[src/rtl/alu_issue.sv]
// ALU issue stage: resolves operands (regfile / imm / writeback forward) into the ALU input register.
// Latency 1 cycle; held operands track writebacks. ALU_ISSUE_SKID_EN adds a skid entry.
// Backpressure: in_ready = !out_valid | out_ready (no skid), or registered !skid_valid with skid.
module alu_issue #(
    parameter int REG_AW = 5,
    parameter int IMM_W  = 16
) (
    input  logic              clk,
    input  logic              rst,
    input  logic              issue__in_valid,
    output logic              issue__in_ready,
    input  logic [4:0]        issue__in_op,
    input  logic [REG_AW-1:0] issue__in_rd,
    input  logic [REG_AW-1:0] issue__in_rs1_idx,
    input  logic [REG_AW-1:0] issue__in_rs2_idx,
    input  logic [31:0]       issue__in_rs1_data,
    input  logic [31:0]       issue__in_rs2_data,
    input  logic [IMM_W-1:0]  issue__in_imm,
    input  logic              issue__in_use_imm,
    input  logic              issue__wb_valid,
    input  logic [REG_AW-1:0] issue__wb_rd,
    input  logic [31:0]       issue__wb_data,
    input  logic              issue__flush,
    output logic              issue__out_valid,
    input  logic              issue__out_ready,
    output logic [REG_AW-1:0] issue__out_rd,
    output logic [31:0]       alu__left,
    output logic [31:0]       alu__right,
    output logic [4:0]        alu__op
);

    typedef struct packed {
        logic [4:0]        op;
        logic [REG_AW-1:0] rd;
        logic [REG_AW-1:0] rs1;
        logic [REG_AW-1:0] rs2;
        logic              use_imm;
        logic [31:0]       left;
        logic [31:0]       right;
    } entry_t;

    function automatic logic wb_hit(input logic wv, input logic [REG_AW-1:0] wr,
                                    input logic [REG_AW-1:0] idx);
        return wv && (wr != '0) && (wr == idx);
    endfunction

    // A held entry picks up a writeback to any of its source registers.
    function automatic entry_t fwd_entry(input entry_t e, input logic wv,
                                         input logic [REG_AW-1:0] wr, input logic [31:0] wd);
        entry_t r;
        r = e;
        if (wb_hit(wv, wr, e.rs1))
            r.left = wd;
        if (!e.use_imm && wb_hit(wv, wr, e.rs2))
            r.right = wd;
        return r;
    endfunction

    entry_t      in_ent;
    entry_t      out_q;
    entry_t      out_fwd;
    logic        out_vld;
    logic        accept;
    logic [31:0] imm_ext;

    assign imm_ext = {{(32-IMM_W){issue__in_imm[IMM_W-1]}}, issue__in_imm};

    always_comb begin
        in_ent         = '0;
        in_ent.op      = issue__in_op;
        in_ent.rd      = issue__in_rd;
        in_ent.rs1     = issue__in_rs1_idx;
        in_ent.rs2     = issue__in_rs2_idx;
        in_ent.use_imm = issue__in_use_imm;
        if (issue__in_rs1_idx == '0)
            in_ent.left = '0;
        else if (wb_hit(issue__wb_valid, issue__wb_rd, issue__in_rs1_idx))
            in_ent.left = issue__wb_data;
        else
            in_ent.left = issue__in_rs1_data;
        if (issue__in_use_imm)
            in_ent.right = imm_ext;
        else if (issue__in_rs2_idx == '0)
            in_ent.right = '0;
        else if (wb_hit(issue__wb_valid, issue__wb_rd, issue__in_rs2_idx))
            in_ent.right = issue__wb_data;
        else
            in_ent.right = issue__in_rs2_data;
    end

    assign out_fwd = fwd_entry(out_q, issue__wb_valid, issue__wb_rd, issue__wb_data);
    assign accept  = issue__in_valid && issue__in_ready;

`ifdef ALU_ISSUE_SKID_EN
    entry_t skid_q;
    entry_t skid_fwd;
    logic   skid_vld;
    logic   out_free;

    assign skid_fwd        = fwd_entry(skid_q, issue__wb_valid, issue__wb_rd, issue__wb_data);
    assign out_free        = !out_vld || issue__out_ready;
    assign issue__in_ready = !skid_vld && !issue__flush;

    // in_ready is low whenever the skid is occupied, so accept and skid drain never coincide.
    always_ff @(posedge clk or posedge rst) begin
        if (rst) begin
            out_vld  <= 1'b0;
            skid_vld <= 1'b0;
            out_q    <= '0;
            skid_q   <= '0;
        end else if (issue__flush) begin
            out_vld  <= 1'b0;
            skid_vld <= 1'b0;
        end else if (out_free) begin
            if (skid_vld) begin
                out_vld  <= 1'b1;
                out_q    <= skid_fwd;
                skid_vld <= 1'b0;
            end else if (accept) begin
                out_vld <= 1'b1;
                out_q   <= in_ent;
            end else begin
                out_vld <= 1'b0;
                out_q   <= out_fwd;
            end
        end else begin
            out_q <= out_fwd;
            if (accept) begin
                skid_vld <= 1'b1;
                skid_q   <= in_ent;
            end else begin
                skid_q <= skid_fwd;
            end
        end
    end
`else
    assign issue__in_ready = (!out_vld || issue__out_ready) && !issue__flush;

    always_ff @(posedge clk or posedge rst) begin
        if (rst) begin
            out_vld <= 1'b0;
            out_q   <= '0;
        end else if (issue__flush) begin
            out_vld <= 1'b0;
        end else if (accept) begin
            out_vld <= 1'b1;
            out_q   <= in_ent;
        end else begin
            if (issue__out_ready)
                out_vld <= 1'b0;
            out_q <= out_fwd;
        end
    end
`endif

    assign issue__out_valid = out_vld;
    assign issue__out_rd    = out_q.rd;
    assign alu__left        = out_q.left;
    assign alu__right       = out_q.right;
    assign alu__op          = out_q.op;

endmodule

[config.mk]
export PLATFORM = sky130hd
export DESIGN_NAME = alu_issue
export DESIGN_NICKNAME = d
export VERILOG_FILES = /design/src/rtl/alu_issue.sv
export SDC_FILE = /design/constraint.sdc
export NUM_CORES = 1
export LEC_CHECK = 0
export BUFFER_PORTS_ARGS = -buffer_cell sky130_fd_sc_hd__buf_2
export CAP_MARGIN = 30
export CORE_ASPECT_RATIO = 0.6
export CORE_UTILIZATION = 48
export CTS_CLUSTER_SIZE = 12
export DETAILED_ROUTE_END_ITERATION = 10
export PLACE_DENSITY = 0.81
export SLEW_MARGIN = 20
export SYNTH_ARGS = -nofsm -noshare
export SYNTH_HDL_FRONTEND = slang
export SYNTH_SLANG_ARGS = --single-unit
[constraint.sdc]
create_clock -name clk -period 3 [get_ports clk]
set_input_delay 0.15 -clock clk [delete_from_list [all_inputs] [get_ports clk]]
set_output_delay 0.15 -clock clk [all_outputs]
set_load 0.02 [all_outputs]
==> results by group <==
Global routing
  • Total track usage: 30.6%
  • Vias in the first global route: 4604
  • Grt ovf: 0
  • First-pass GRT wire length: 24600 um
  • Pin count of the biggest net entering global routing: 70
  • Initial antenna violation count: 0

Synthesis
  • Syn nets: 632
  • Cell taking the most area after synthesis: dfrtp_1
  • Synth warnings: 0
  • Post-synth top area share: 44.7%
  • Mapped Cells: 488
  • Register area share after synthesis: 44.7%
  • Unique masters post-synth: 37
  • Syn Area/Cell: between 9 and 10 sq um
  • Largest cells by area after synthesis: dfrtp_1 (45%), nand2_1 (10%), a221o_1 (6.7%)
  • Synth Cell Area: 4810 sq um
  • Synth Register Bits: 86

Worst setup path
  • Worst EP arrival: 2.68 ns
  • Worst-case reg-to-reg path depth: 6
  • Register-to-register path setup slack: 0.59 ns
  • Max FO, Critical Path: 17
  • WP data required: 3.28 ns
  • Worst setup SP type: flop
  • CP endpoint kind: flop
  • Crit Path Class: flop to flop

Power and ir drop
  • NetSw: 1.20 mW
  • Gate power share: 28.5%
  • Pint: approximately 2.4 mW
  • Pleak: roughly 3.2 nW
  • Clock Power Share: 30.4%
  • Flop pwr share: 41.1%
  • Cell area power density: 576 nW/um^2
  • VDD IR max: 0.315 mV
  • Total power draw: 3.62 mW
  • Switching part of the total power: 33.2%

Finish
  • Nets@finish: 828
  • Layout cell share with drive strength beyond 1: 41.5%
  • Non-Filler Instances: 819
  • Multi-input logic area: 2410 sq um
  • Fin util: 66.4%
  • Layout fillers: slightly below 800
  • Synth-to-layout area growth: 30.6%
  • Register area: 2150 sq um
  • Antenna Cells: 0

Detailed routing
  • Routed wire length: 15600 um
  • Initial DRC count: a little under 400
  • WL/cell: 19.1 um
  • Post-route ant nets: 0
  • Pre-Repair DR Iteration Count: 4
  • Total number of vias: 4653
  • Vias/cell: 5.68
  • Post-route DRC: 0

Clocking
  • Clock latency on the worst-skew pair: 0.34 ns
  • Post_cts resized: 0
  • TritonCTS buffer count: 9
  • CTS sink cnt: 86
  • Htree depth: 3
  • Clk pin slew, worst setup/hold paths: around 0.06 ns
  • CTS tree: done
  • Root buffer cell: clkbuf_16
  • CTS Hold Bufs: 4
  • Setup bufs post-CTS: 0
  • Clock Path Buffers: 2

Floorplan
  • Die width: 131 um
  • Floorplan core area: 9460 sq um
  • Starting Density: around half
  • Die Footprint: 10400 sq um
  • Die height: 79.5 um
  • # IOs: 220
  • Row count: 27

Timing
  • Fin. max-slew vios: 0
  • Fin. Hold Viols: 0
  • Final setup TNS: 0 ns
  • Hold slack: 0.0106 ns
  • Final Skew: 0.00706 ns
  • Slew HR: 46.2%
  • Final min period: 2.41 ns
  • Fmax: a little over 400 MHz
  • Least-Margin Pin Slew: slightly above 0.8 ns
  • Fin crit share: 80.3%
  • # setup viols final: 0
  • Unrepaired setup endpoints after global routing: false

Run
  • Max-Cap Viols: 0

Placement
  • IO buf count: between 200 and 250
  • GP Congestion: 0.954
  • Post-Place Cells: 798
  • DP Wirelength: 11200 um

Min path
  • Hold Path Stages: 3
  • Hold Crit Class: input pin to flop

Status
  • Status: finished, final reports clean
==> cells in the final DEF, fill, tap and decap left out, types with 2 or more instances in the layout <==
master and n:
buf_2 219, nand2_1 134, dfrtp_1 86, and3_1 33
mux2i_1 32, a221o_1 32, o211ai_1 19, mux2_2 14
xor2_1 13, mux2_4 13, a22oi_1 13, buf_4 11
clkbuf_16 9, xnor2_1 7, nor2_1 6, nor3_1 5
nand3_1 5, a32oi_1 4, dlygate4sd3_1 4, clkbuf_8 3
a21oi_2 2, clkinv_2 2, clkinvlp_4 2, buf_12 2
==> logic make-up after synthesis <==
family	Yosys count	synth area share, %
AOI/OAI and AO/OA	76	13.5
xor gates and xnor gates	20	3.64
buffers and inverters	53	6.06
DFF	86	44.7
muxes	60	14.2
and+or+nand+nor	193	17.8
==> final timing paths <==
check,from,to
max,out_fwd[72],alu__left[24]
min reg2reg,issue__out_rd[0],issue__out_rd[0]
max in group asynchronous,rst,alu__right[13]
min,issue__in_op[1],alu__op[1]
max reg2reg,out_fwd[72],alu__left[24]
min in group asynchronous,rst,alu__left[5]
==> Yosys cell counts <==
cell type	n
nand2_1	134
dfrtp_1	86
and3_1	33
a221o_1	32
mux2i_1	32
clkbuf_1	24
o211ai_1	19
mux2_2	14
a22oi_1	13
mux2_4	13
xor2_1	13
buf_4	10
buf_2	8
xnor2_1	7
buf_6	6
nand3_1	6
nor2_1	6
nor3_1	5
a32oi_1	4
a21oi_1	3
buf_1	3
inv_1	2
a21o_1	1
a31oi_1	1
and2_1	1
and4_1	1
mux2_1	1
nand2b_1	1
nand4_1	1
nand4_2	1
nor2_2	1
nor2b_1	1
nor4_1	1
o211ai_2	1
o21a_1	1
o22ai_1	1
or4_4	1
==> area by class of cell <==
class                   instances  share of cell area, %
multi-input cells             349                   38.3
flip-flops and latches         86                   34.2
repair buffers                236                   20.0
clock buffers                  12                   4.24
well taps                     130                   2.59
clock inverters                 4                  0.458
inverters                       2                  0.139
==> critical path: stages (launching register included) <==
cell	delay, ns
dfrtp_1	0.39
xor2_1	0.15
nor3_1	0.42
nand3_1	0.16
o22ai_2	0.65
buf_4	0.37
a221o_1	0.19
==> per-stage QoR <==
step / area, sq um / setup WS, ns
CTS: 6260 / 0.602
global placement: 5930 / 0.711
floorplan: 4810 / 0.628
detailed placement: 5930 / 0.600
finish: 6280 / 0.592
global route: 6280 / 0.399
==> state kept, by name, summed over array words and instances, names as in the netlist <==
name and cells:
alu__left 32, alu__right 32, out_fwd 11, alu__op 5
issue__out_rd 5, issue__out_valid 1
==> power groups by stage <==
stage	Combinational, mW	Sequential (mW)	Clock (mW)
after floorplan	0.450	1.67	0
after global placement	0.996	1.49	0
after detailed placement	1.03	1.50	0
after CTS	1.03	1.49	1.11
after global routing	1.11	1.51	1.16
final	1.03	1.49	1.10
==> routing by layer <==
| layer | part of all wire, % | GRT usage (%) | vias to the layer above |
|---|---|---|---|
| met5 | 0 | 0 | - |
| met4 | 1.0 | 8.47 | 0 |
| met3 | 8.4 | 7.68 | 14 |
| met2 | 46 | 49.1 | 258 |
| met1 | 44 | 41.3 | 2262 |
| li1 | - | - | 2119 |
(Power assumes the default switching activity.)
